## src/rtl/if_fetch_pkg.sv

```systemverilog
// rtl/if_fetch_pkg.sv - shared fetch-stage state encoding and default constants
package if_fetch_pkg;

    typedef enum logic [1:0] {
        ST_IDLE  = 2'd0,
        ST_FETCH = 2'd1,
        ST_DRAIN = 2'd2
    } fetch_state_t;

    localparam logic [31:0] DEF_RESET_PC = 32'h0000_3000;
    localparam logic [31:0] DEF_NOP_INST = 32'h0000_0000;

endpackage

```

## src/rtl/if_fetch_if.sv

```systemverilog
// rtl/if_fetch_if.sv - instruction-memory req/ready port between fetch stage and memory
interface if_fetch_if;
    logic        req;
    logic [31:0] addr;
    logic        ready;
    logic [31:0] rdata;

    modport master (output req, output addr, input ready, input rdata);
    modport slave  (input req, input addr, output ready, output rdata);
endinterface

```

## src/rtl/if_fetch_perf_cnt.sv

```systemverilog
// rtl/if_fetch_perf_cnt.sv - free-running wrapping event counters for the fetch stage
module if_fetch_perf_cnt (
    input  logic        clk,
    input  logic        rst,
    input  logic        inc_fetch,
    input  logic        inc_wait,
    input  logic        inc_drop,
    output logic [31:0] perf_fetch,
    output logic [31:0] perf_wait,
    output logic [31:0] perf_drop
);

    always_ff @(posedge clk) begin
        if (rst) begin
            perf_fetch <= '0;
            perf_wait  <= '0;
            perf_drop  <= '0;
        end else begin
            perf_fetch <= perf_fetch + {31'd0, inc_fetch};
            perf_wait  <= perf_wait  + {31'd0, inc_wait};
            perf_drop  <= perf_drop  + {31'd0, inc_drop};
        end
    end

endmodule

```

## src/rtl/if_fetch.sv

```systemverilog
// rtl/if_fetch.sv - instruction fetch stage with one-entry slot; IF_PERF_CNT_EN adds perf counters
module if_fetch
    import if_fetch_pkg::*;
#(
    parameter logic [31:0] RESET_PC = DEF_RESET_PC,
    parameter logic [31:0] NOP_INST = DEF_NOP_INST
) (
    input  logic               clk,
    input  logic               rst,
    input  logic               pc_wr,
    input  logic               br_taken,
    input  logic [31:0]        br_target,
    input  logic               jump,
    input  logic [31:0]        jump_target,
    if_fetch_if.master         imem,
    output logic [31:0]        pc,
    output logic [31:0]        pc_plus4,
    output logic [31:0]        inst,
`ifdef IF_PERF_CNT_EN
    output logic [31:0]        perf_fetch,
    output logic [31:0]        perf_wait,
    output logic [31:0]        perf_drop,
`endif
    output logic               fetch_valid
);

    fetch_state_t state, state_n;
    logic [31:0]  fetch_pc, fetch_pc_n;
    logic [31:0]  pend_pc, pend_pc_n;
    logic [31:0]  slot_pc, slot_pc_n;
    logic [31:0]  slot_inst, slot_inst_n;
    logic         valid_n;
    logic         req, accept, consume, redirect;
    logic [31:0]  tgt;

    always_comb begin
        redirect    = br_taken | jump;
        tgt         = br_taken ? br_target : jump_target;
        consume     = fetch_valid & pc_wr;
        req         = 1'b0;
        accept      = 1'b0;
        state_n     = state;
        fetch_pc_n  = fetch_pc;
        pend_pc_n   = pend_pc;
        slot_pc_n   = slot_pc;
        slot_inst_n = slot_inst;
        valid_n     = fetch_valid;

        case (state)
            ST_IDLE: begin
                state_n = ST_FETCH;
                if (redirect) fetch_pc_n = tgt;
            end
            ST_FETCH: begin
                // A raised request always leaves the slot empty, so req stays up until ready.
                req    = !fetch_valid | consume;
                accept = req & imem.ready & !redirect;
                if (redirect) begin
                    valid_n = 1'b0;
                    if (req && !imem.ready) begin
                        pend_pc_n = tgt;
                        state_n   = ST_DRAIN;
                    end else begin
                        fetch_pc_n = tgt;
                    end
                end else if (accept) begin
                    slot_pc_n   = fetch_pc;
                    slot_inst_n = imem.rdata;
                    valid_n     = 1'b1;
                    fetch_pc_n  = fetch_pc + 32'd4;
                end else if (consume) begin
                    valid_n = 1'b0;
                end
            end
            ST_DRAIN: begin
                // Stale request must complete at its original address; its data is discarded.
                req     = 1'b1;
                valid_n = 1'b0;
                if (redirect) pend_pc_n = tgt;
                if (imem.ready) begin
                    fetch_pc_n = redirect ? tgt : pend_pc;
                    state_n    = ST_FETCH;
                end
            end
            default: state_n = ST_IDLE;
        endcase
    end

    always_ff @(posedge clk) begin
        if (rst) begin
            state       <= ST_IDLE;
            fetch_pc    <= RESET_PC;
            pend_pc     <= RESET_PC;
            slot_pc     <= '0;
            slot_inst   <= NOP_INST;
            fetch_valid <= 1'b0;
        end else begin
            state       <= state_n;
            fetch_pc    <= fetch_pc_n;
            pend_pc     <= pend_pc_n;
            slot_pc     <= slot_pc_n;
            slot_inst   <= slot_inst_n;
            fetch_valid <= valid_n;
        end
    end

    assign imem.req  = req;
    assign imem.addr = fetch_pc;
    assign pc        = slot_pc;
    assign pc_plus4  = slot_pc + 32'd4;
    assign inst      = fetch_valid ? slot_inst : NOP_INST;

`ifdef IF_PERF_CNT_EN
    logic inc_wait, inc_drop;
    assign inc_wait = req & !imem.ready;
    assign inc_drop = req & imem.ready & ((state == ST_DRAIN) | redirect);

    if_fetch_perf_cnt u_perf (
        .clk        (clk),
        .rst        (rst),
        .inc_fetch  (accept),
        .inc_wait   (inc_wait),
        .inc_drop   (inc_drop),
        .perf_fetch (perf_fetch),
        .perf_wait  (perf_wait),
        .perf_drop  (perf_drop)
    );
`endif

endmodule
```

## src/flat_wrapper.sv

```systemverilog
// flat-port wrapper written by rule: the top's interface ports become plain ports
module if_fetch_flat import if_fetch_pkg::*;
#(
    parameter logic [31:0] RESET_PC = DEF_RESET_PC,
    parameter logic [31:0] NOP_INST = DEF_NOP_INST
)
  (clk, rst, pc_wr, br_taken, br_target, jump, jump_target, pc, pc_plus4, inst, fetch_valid, imem_req, imem_addr, imem_ready, imem_rdata);
  if_fetch_if imem_i ();
  input  logic clk;
  input  logic rst;
  input  logic pc_wr;
  input  logic br_taken;
  input  logic [31:0] br_target;
  input  logic jump;
  input  logic [31:0] jump_target;
  output logic [31:0] pc;
  output logic [31:0] pc_plus4;
  output logic [31:0] inst;
  output logic fetch_valid;
  output wire logic [$bits(imem_i.req)-1:0] imem_req;
  output wire logic [$bits(imem_i.addr)-1:0] imem_addr;
  input wire logic [$bits(imem_i.ready)-1:0] imem_ready;
  input wire logic [$bits(imem_i.rdata)-1:0] imem_rdata;
  assign imem_req = imem_i.req;
  assign imem_addr = imem_i.addr;
  assign imem_i.ready = imem_ready;
  assign imem_i.rdata = imem_rdata;
  if_fetch #(.RESET_PC(RESET_PC), .NOP_INST(NOP_INST)) u_core (.clk(clk), .rst(rst), .pc_wr(pc_wr), .br_taken(br_taken), .br_target(br_target), .jump(jump), .jump_target(jump_target), .imem(imem_i), .pc(pc), .pc_plus4(pc_plus4), .inst(inst), .fetch_valid(fetch_valid));
endmodule
```

## config.mk

```make
export PLATFORM = sky130hd
export DESIGN_NAME = if_fetch_flat
export DESIGN_NICKNAME = d
export VERILOG_FILES = /design/src/rtl/if_fetch_pkg.sv /design/src/rtl/if_fetch_if.sv /design/src/rtl/if_fetch_perf_cnt.sv /design/src/rtl/if_fetch.sv /design/src/flat_wrapper.sv
export SDC_FILE = /design/constraint.sdc
export NUM_CORES = 1
export LEC_CHECK = 0
export BUFFER_PORTS_ARGS = -buffer_cell sky130_fd_sc_hd__buf_2
export CAP_MARGIN = 0
export CORE_UTILIZATION = 53
export DETAILED_ROUTE_END_ITERATION = 7
export HOLD_SLACK_MARGIN = 0.03
export PLACE_DENSITY = 0.82
export SLEW_MARGIN = 25
export SYNTH_ARGS = -nofsm -noshare
export SYNTH_HDL_FRONTEND = slang
export SYNTH_SLANG_ARGS = --single-unit
```

## constraint.sdc

```tcl
create_clock -name clk -period 2.42 [get_ports clk]
set_input_delay 0.484 -clock clk [delete_from_list [all_inputs] [get_ports clk]]
set_output_delay 0.484 -clock clk [all_outputs]
set_load 0.005 [all_outputs]
```

==> results of run 1 <==
==> worst register-to-register path, stage by stage, from the launching register on <==
cell	delay (ns)
dfxtp_1	0.39
inv_1	0.09
ha_2	0.44
or3b_1	0.59
a211oi_1	0.29
nand3_1	0.10
a21oi_1	0.19
nor4_1	0.06
==> area by class of cell <==
cell class	instances	share of cell area, %
Clock buffer	19	4.53
Clock inverter	13	1.50
Inverter	19	0.726
Multi-Input combinational cell	765	46.8
Sequential cell	131	26.6
Tap cell	180	2.25
Timing Repair Buffer	302	17.6
==> metal layers <==
metal	GRT usage, %	up-vias	routed length, um	share of wire, %
met5	0	-	0	0
met4	10.1	0	490	2.0
met3	7.98	51	2380	9.9
met2	46.9	499	10900	45
met1	44.1	3839	10300	43
li1	-	4042	-	-
==> registers in the layout, indices dropped and copies added (netlist names) <==
signal / flops
u_core.imem.addr: 32
u_core.pc: 32
u_core.pend_pc: 32
u_core.slot_inst: 32
u_core.state: 2
u_core.fetch_valid: 1
==> worst max-delay path by stage <==
| stage | startpoint | endpoint | slack (ns) | depth (start not counted) |
|---|---|---|---|---|
| 6_report | u_core.pc[3]$_SDFFE_PP0P_ | pc_plus4[20] | 0.05 | 7 |
| 5_1_grt | u_core.pc[6]$_SDFFE_PP0P_ | pc_plus4[20] | -0.09 | 6 |
| 4_1_cts | u_core.pc[3]$_SDFFE_PP0P_ | pc_plus4[20] | -0.03 | 7 |
| 3_5_place_dp | br_taken | u_core.imem.addr[16]$_SDFFE_PP0P_ | 0.14 | 6 |
| 3_3_place_gp | br_taken | u_core.imem.addr[13]$_SDFFE_PP1P_ | 0.23 | 7 |
| 2_1_floorplan | u_core.pc[2]$_SDFFE_PP0P_ | pc_plus4[20] | 0.23 | 6 |
==> synthesized netlist by cell type, types with 7 or more instances <==
master	number
a211oi_1	20
a21oi_1	101
a221oi_1	8
a22oi_1	11
a31oi_1	8
and2_1	35
and3_1	13
and4_1	9
buf_2	18
buf_4	9
buf_6	7
clkbuf_1	33
clkbuf_8	7
dfxtp_1	131
inv_1	16
mux2_2	11
mux2i_1	29
nand2_1	183
nand3_1	31
nand4_1	12
nor2_1	69
nor3_1	24
o21ai_0	46
xnor2_1	29
xor2_1	10
==> report_power, final <==
| group | total [mW] | leakage, nW | switching, mW | internal, mW |
|---|---|---|---|---|
| Sequential | 2.66 | 1.08 | 0.250 | 2.40 |
| Clock | 2.62 | 0.279 | 1.03 | 1.58 |
| Combinational | 1.90 | 3.00 | 1.11 | 0.790 |
==> kinds of logic after synthesis <==
logic type | share of synthesized area [%]
and+or+nand+nor | 26.1
muxes | 5.76
buffers and inverters | 6.90
adders and majority gates | 0.965
DFF | 33.7
xor gates and xnor gates | 4.39
AOI/OAI and AO/OA | 22.2
==> per-stage QoR <==
stage | util [%] | cell area [sq um] | setup WS [ns] | TNS (ns)
floorplan | - | 7780 | 0.231 | 0
global placement | 65.5 | 9240 | 0.226 | 0
detailed placement | 65.5 | 9240 | 0.142 | 0
CTS | 70.0 | 9870 | -0.0273 | -0.0296
global route | 71.0 | 10000 | -0.0881 | -0.370
finish | 71.0 | 10000 | 0.0461 | 0
==> what timing repair did <==
action                                  4_1_cts  5_1_grt
buffers inserted                              0        8
endpoints found under the setup margin       19       18
resized for setup                            16       28
gates cloned                                  0        0
pin swaps                                     0       13
hold buffers                                  0        0
==> metrics, run 1 <==
layout filler cell count=1167; CTS tree=yes; Hold Vio Cnt, Final=0; Clock Pin Slew Worst Setup and Hold Paths=0.06 ns; vias in the first global route=7226; Synth Flop Type=dfxtp_1; Detailed Route WL=24100 um; syn nets=~1100; commonest non-fill, non-tap cells in the layout=buf_2, nand2_1, dfxtp_1; gpl congestion=0.923; Buf/Inv on CP=1; Fmax achieved=421 MHz; mean post-synth cell area=7.85 sq um; 1st-iter DRT viols=1062; measured slew at the worst slew-check pin=around 0.56 ns; Placed Cells=1389; leak pwr=around 4.4 nW; leading area contributor after synthesis=dfxtp_1; number of flops mapped to enable cells by yosys=0; CP arrival=around 1.9 ns; largest net degree at the start of global routing=101; synthesized area=7780 sq um; pwr/cell area=~700 nW/um^2; Mapped Cells=991; Residual DRC=0; Worst Path Required=1.94 ns; register area share after synthesis=33.7%; Core ar.=14100 sq um; Worst-Skew Late Latency=about 0.43 ns; post-route ant nets=0; startpoint types=flop; Tmin final=2.37 ns; period utilisation layout=98.1%; Num CTS Buffers=17; max_cap viols=0; slowest stage delay, CP=0.38 ns; worst reg-to-reg path cell count=7; number of nets in the layout=1344; status=complete, no violations; IO Port Bufs=approximately 230; Ys Warns=0; CTS Sinks=131; Synth area leaders=dfxtp_1, nand2_1, a21oi_1; Min-Delay Startpoint=imem_rdata[12]; area share of the largest cell type after synthesis=33.7%; final setup skew=0.00658 ns; Die X=123 um; r2r setup slk=around 0.14 ns; I/O pins=232; FP Rows=43; maximum clock path buffer count=2; most common cell after layout, fill and taps aside=buf_2; Yosys cell types=81; Avg WL per Cell=16.9 um; Pre-Repair DR Iteration Count=5; layout cells sized above 1=32.2%; Die H=123 um; DR vias=roughly 8400; R2R Path End=u_core.imem.addr[18]$_SDFFE_PP0P_; Peak VDD IR=0.497 mV; multi-input logic area=4680 sq um; via density per instance=5.90; Initial Util=55.2%; register area=2660 sq um; RR Startpoint=u_core.state[1]$_SDFFE_PP0P_; CTS HTree Levels=4; hold slack=between 0.2 and 0.3 ns; Yosys reg bits=131; diode count=0; Worst setup EP type=output port; hold endpoint=u_core.slot_inst[12]$_SDFFE_PP0P_; worst hold path class=input port to flop; die area=15200 sq um; Slew HR=61.6%; final setup fails=0; Root Buffer=clkbuf_16; initial antenna violation count=0; Crit Path Category=flop to output port; global-route wire length before repair=between 30000 and 40000 um; GRT Total Usage=roughly a third; Final Non-Filler Cells=1429; Max FO, Critical Path=6; RSZ-0062 raised after global routing=true; slowest CP cell=dfxtp_4; Detailed Place HPWL=17100 um; Max Slew Vio Count=0; grt ovf=0; WHS Path Cells=3; Area Overhead vs Synth=28.6%; ys async rst share=0%; Top delay family on crit path=simple AND/OR/NAND/NOR gates; crit-path cells=ha_4 -> nand2_2 -> nor3_4 -> and4_4 -> nand4_1 -> xnor2_1 -> buf_2; total power=7.17 mW
Note: power is estimated with default switching activity, not from simulation.
==> run 2: changes to the inputs <==
REMOVE_ABC_BUFFERS = 1   (was unset)
clock period = 2.35 ns   (was 2.42 ns; I/O delays follow)
==> run 2 against run 1 <==
The run now ends with negative setup slack left. Clock skew rose by 0.0042 ns. Largest power group unchanged. Combinational power rose by 5%. Final cell count rose by 0.77%. Final area rose by 1.5%. Setup slack got worse by 0.094 ns. Sequential share of layout area fell by 0.49 points. Die area did not move. Hold slack got worse by 0.00078 ns. Total power rose by 3.0%. Core utilization rose by 1.1 points. Critical path type unchanged. Clock-buffer cell count rose by 5.
==> metrics, run 2 (same netlist as run 1, synthesis figures left out) <==
maximum clock path buffer count=2; R2R Path End=u_core.pc[8]$_SDFFE_PP0P_; Slew HR=53.1%; vias in the first global route=7479; Hold Vio Cnt, Final=0; I/O pins=232; largest net degree at the start of global routing=67; pwr/cell area=728 nW/um^2; initial antenna violation count=0; layout filler cell count=around 1100; crit-path cells=nand4_1 -> nor3_2 -> buf_4 -> and2_4 -> nand4_1 -> xnor2_1 -> buf_2; Core ar.=14100 sq um; die area=15200 sq um; Worst setup EP type=output port; RSZ-0062 raised after global routing=true; hold endpoint=u_core.slot_inst[16]$_SDFFE_PP0P_; CP arrival=1.93 ns; IO Port Bufs=231; Crit Path Category=flop to output port; CTS tree=yes; number of nets in the layout=~1400; 1st-iter DRT viols=752; final setup skew=about 0.011 ns; commonest non-fill, non-tap cells in the layout=buf_2, nand2_1, dfxtp_1; final setup fails=3; Worst Path Required=about 1.9 ns; leak pwr=approximately 4.5 nW; WHS Path Cells=3; max_cap viols=0; period utilisation layout=102%; most common cell after layout, fill and taps aside=buf_2; setup_tns=-0.0848 ns; Worst-Skew Late Latency=0.42 ns; Residual DRC=0; Detailed Place HPWL=around 18000 um; status=finished with violations; worst hold path class=input port to flop; slowest stage delay, CP=0.33 ns; Root Buffer=clkbuf_16; worst reg-to-reg path cell count=7; Num CTS Buffers=17; Area Overhead vs Synth=30.5%; Tmin final=between 2 and 2.5 ns; Detailed Route WL=roughly 25000 um; Fmax achieved=417 MHz; slowest CP cell=dfxtp_2; violated checks=negative setup slack; startpoint types=flop; Max FO, Critical Path=6; CTS Sinks=131; via density per instance=~6.0; gpl congestion=0.948; worst setup slack after placement=roughly 0.083 ns; GRT Total Usage=31.8%; Peak VDD IR=0.513 mV; Die X=123 um; Min-Delay Startpoint=imem_rdata[16]; r2r setup slk=~0.08 ns; FP Rows=43; diode count=0; Clock Pin Slew Worst Setup and Hold Paths=0.06 ns; Critical path origin=u_core.pc[7]$_SDFFE_PP0P_; grt ovf=0; RR Startpoint=u_core.state[1]$_SDFFE_PP0P_; measured slew at the worst slew-check pin=0.704 ns; CTS HTree Levels=4; post-route ant nets=0; Pre-Repair DR Iteration Count=6; layout cells sized above 1=between 30% and 40%; DR vias=8594; global-route wire length before repair=37500 um; Initial Util=55.2%; Die H=123 um; most used cell, CP=nand4_1; Max Slew Vio Count=0; Avg WL per Cell=17.4 um; final setup margin=-0.0476 ns
## run 2: how the worst max path moves through the flow
stage | to | slack (ns)
3_5_place_dp | u_core.imem.addr[16]$_SDFFE_PP0P_ | 0.08
4_1_cts | pc_plus4[31] | -0.02
5_1_grt | pc_plus4[17] | -0.12
2_1_floorplan | u_core.pc[0]$_SDFFE_PP0P_ | -0.65
6_report | pc_plus4[31] | -0.05
3_3_place_gp | u_core.imem.addr[23]$_SDFFE_PP0P_ | 0.15
## run 2: final cells by class
cell class / instances / area (sq um) / area share, %
inverters: 19 / 71.3 / 0.703
repair buffers: 313 / 1850 / 18.3
clock inverters: 8 / 98.8 / 0.974
flip-flops and latches: 131 / 2650 / 26.1
clock buffers: 24 / 502 / 4.94
well taps: 180 / 225 / 2.22
multi-input cells: 765 / 4750 / 46.8
## run 2: per-stage QoR
| step | utilization [%] | hold slack [ns] | std cells | area (sq um) | power (mW) |
|---|---|---|---|---|---|
| finish | 72.0 | 0.288 | 1440 | 10200 | 7.39 |
| global route | 72.0 | 0.288 | 1440 | 10200 | 7.69 |
| CTS | 70.8 | 0.277 | 1433 | 9980 | 7.33 |
| global placement | 66.2 | 0.437 | 1400 | 9330 | 4.64 |
| detailed placement | 66.2 | 0.442 | 1400 | 9330 | 4.68 |
| floorplan | - | 0.426 | 915 | 7310 | 3.76 |
## run 2: layer usage
| layer | part of all wire, % | up-vias | global-route usage, % |
|---|---|---|---|
| met5 | 0 | - | 0 |
| met4 | 3.1 | 0 | 13.3 |
| met3 | 9.7 | 75 | 6.96 |
| met2 | 47 | 507 | 50.9 |
| met1 | 41 | 3955 | 41.2 |
| li1 | - | 4057 | - |
## run 2: worst max-delay path: cells and delay by family, from the launching register on
kind	cells	cell delay [ns]
xor+xnor	1	0.16
buf+inv	2	0.28
simple gates	4	0.75
flops	1	0.33
## run 2: where the power goes
group / switching [mW] / leakage, nW / internal [mW] / total (mW)
Sequential: 0.239 / 1.08 / 2.48 / 2.72
Clock: 0.974 / 0.292 / 1.70 / 2.67
Combinational: 1.15 / 3.10 / 0.851 / 2.00
Total: 2.36 / 4.47 / 5.03 / 7.39
## run 2: what timing repair did
action	in CTS	in global routing
setup buffers	1	7
setup endpoints to repair	18	17
pin swaps	2	10
hold buffers	0	0
gates resized for setup	18	29
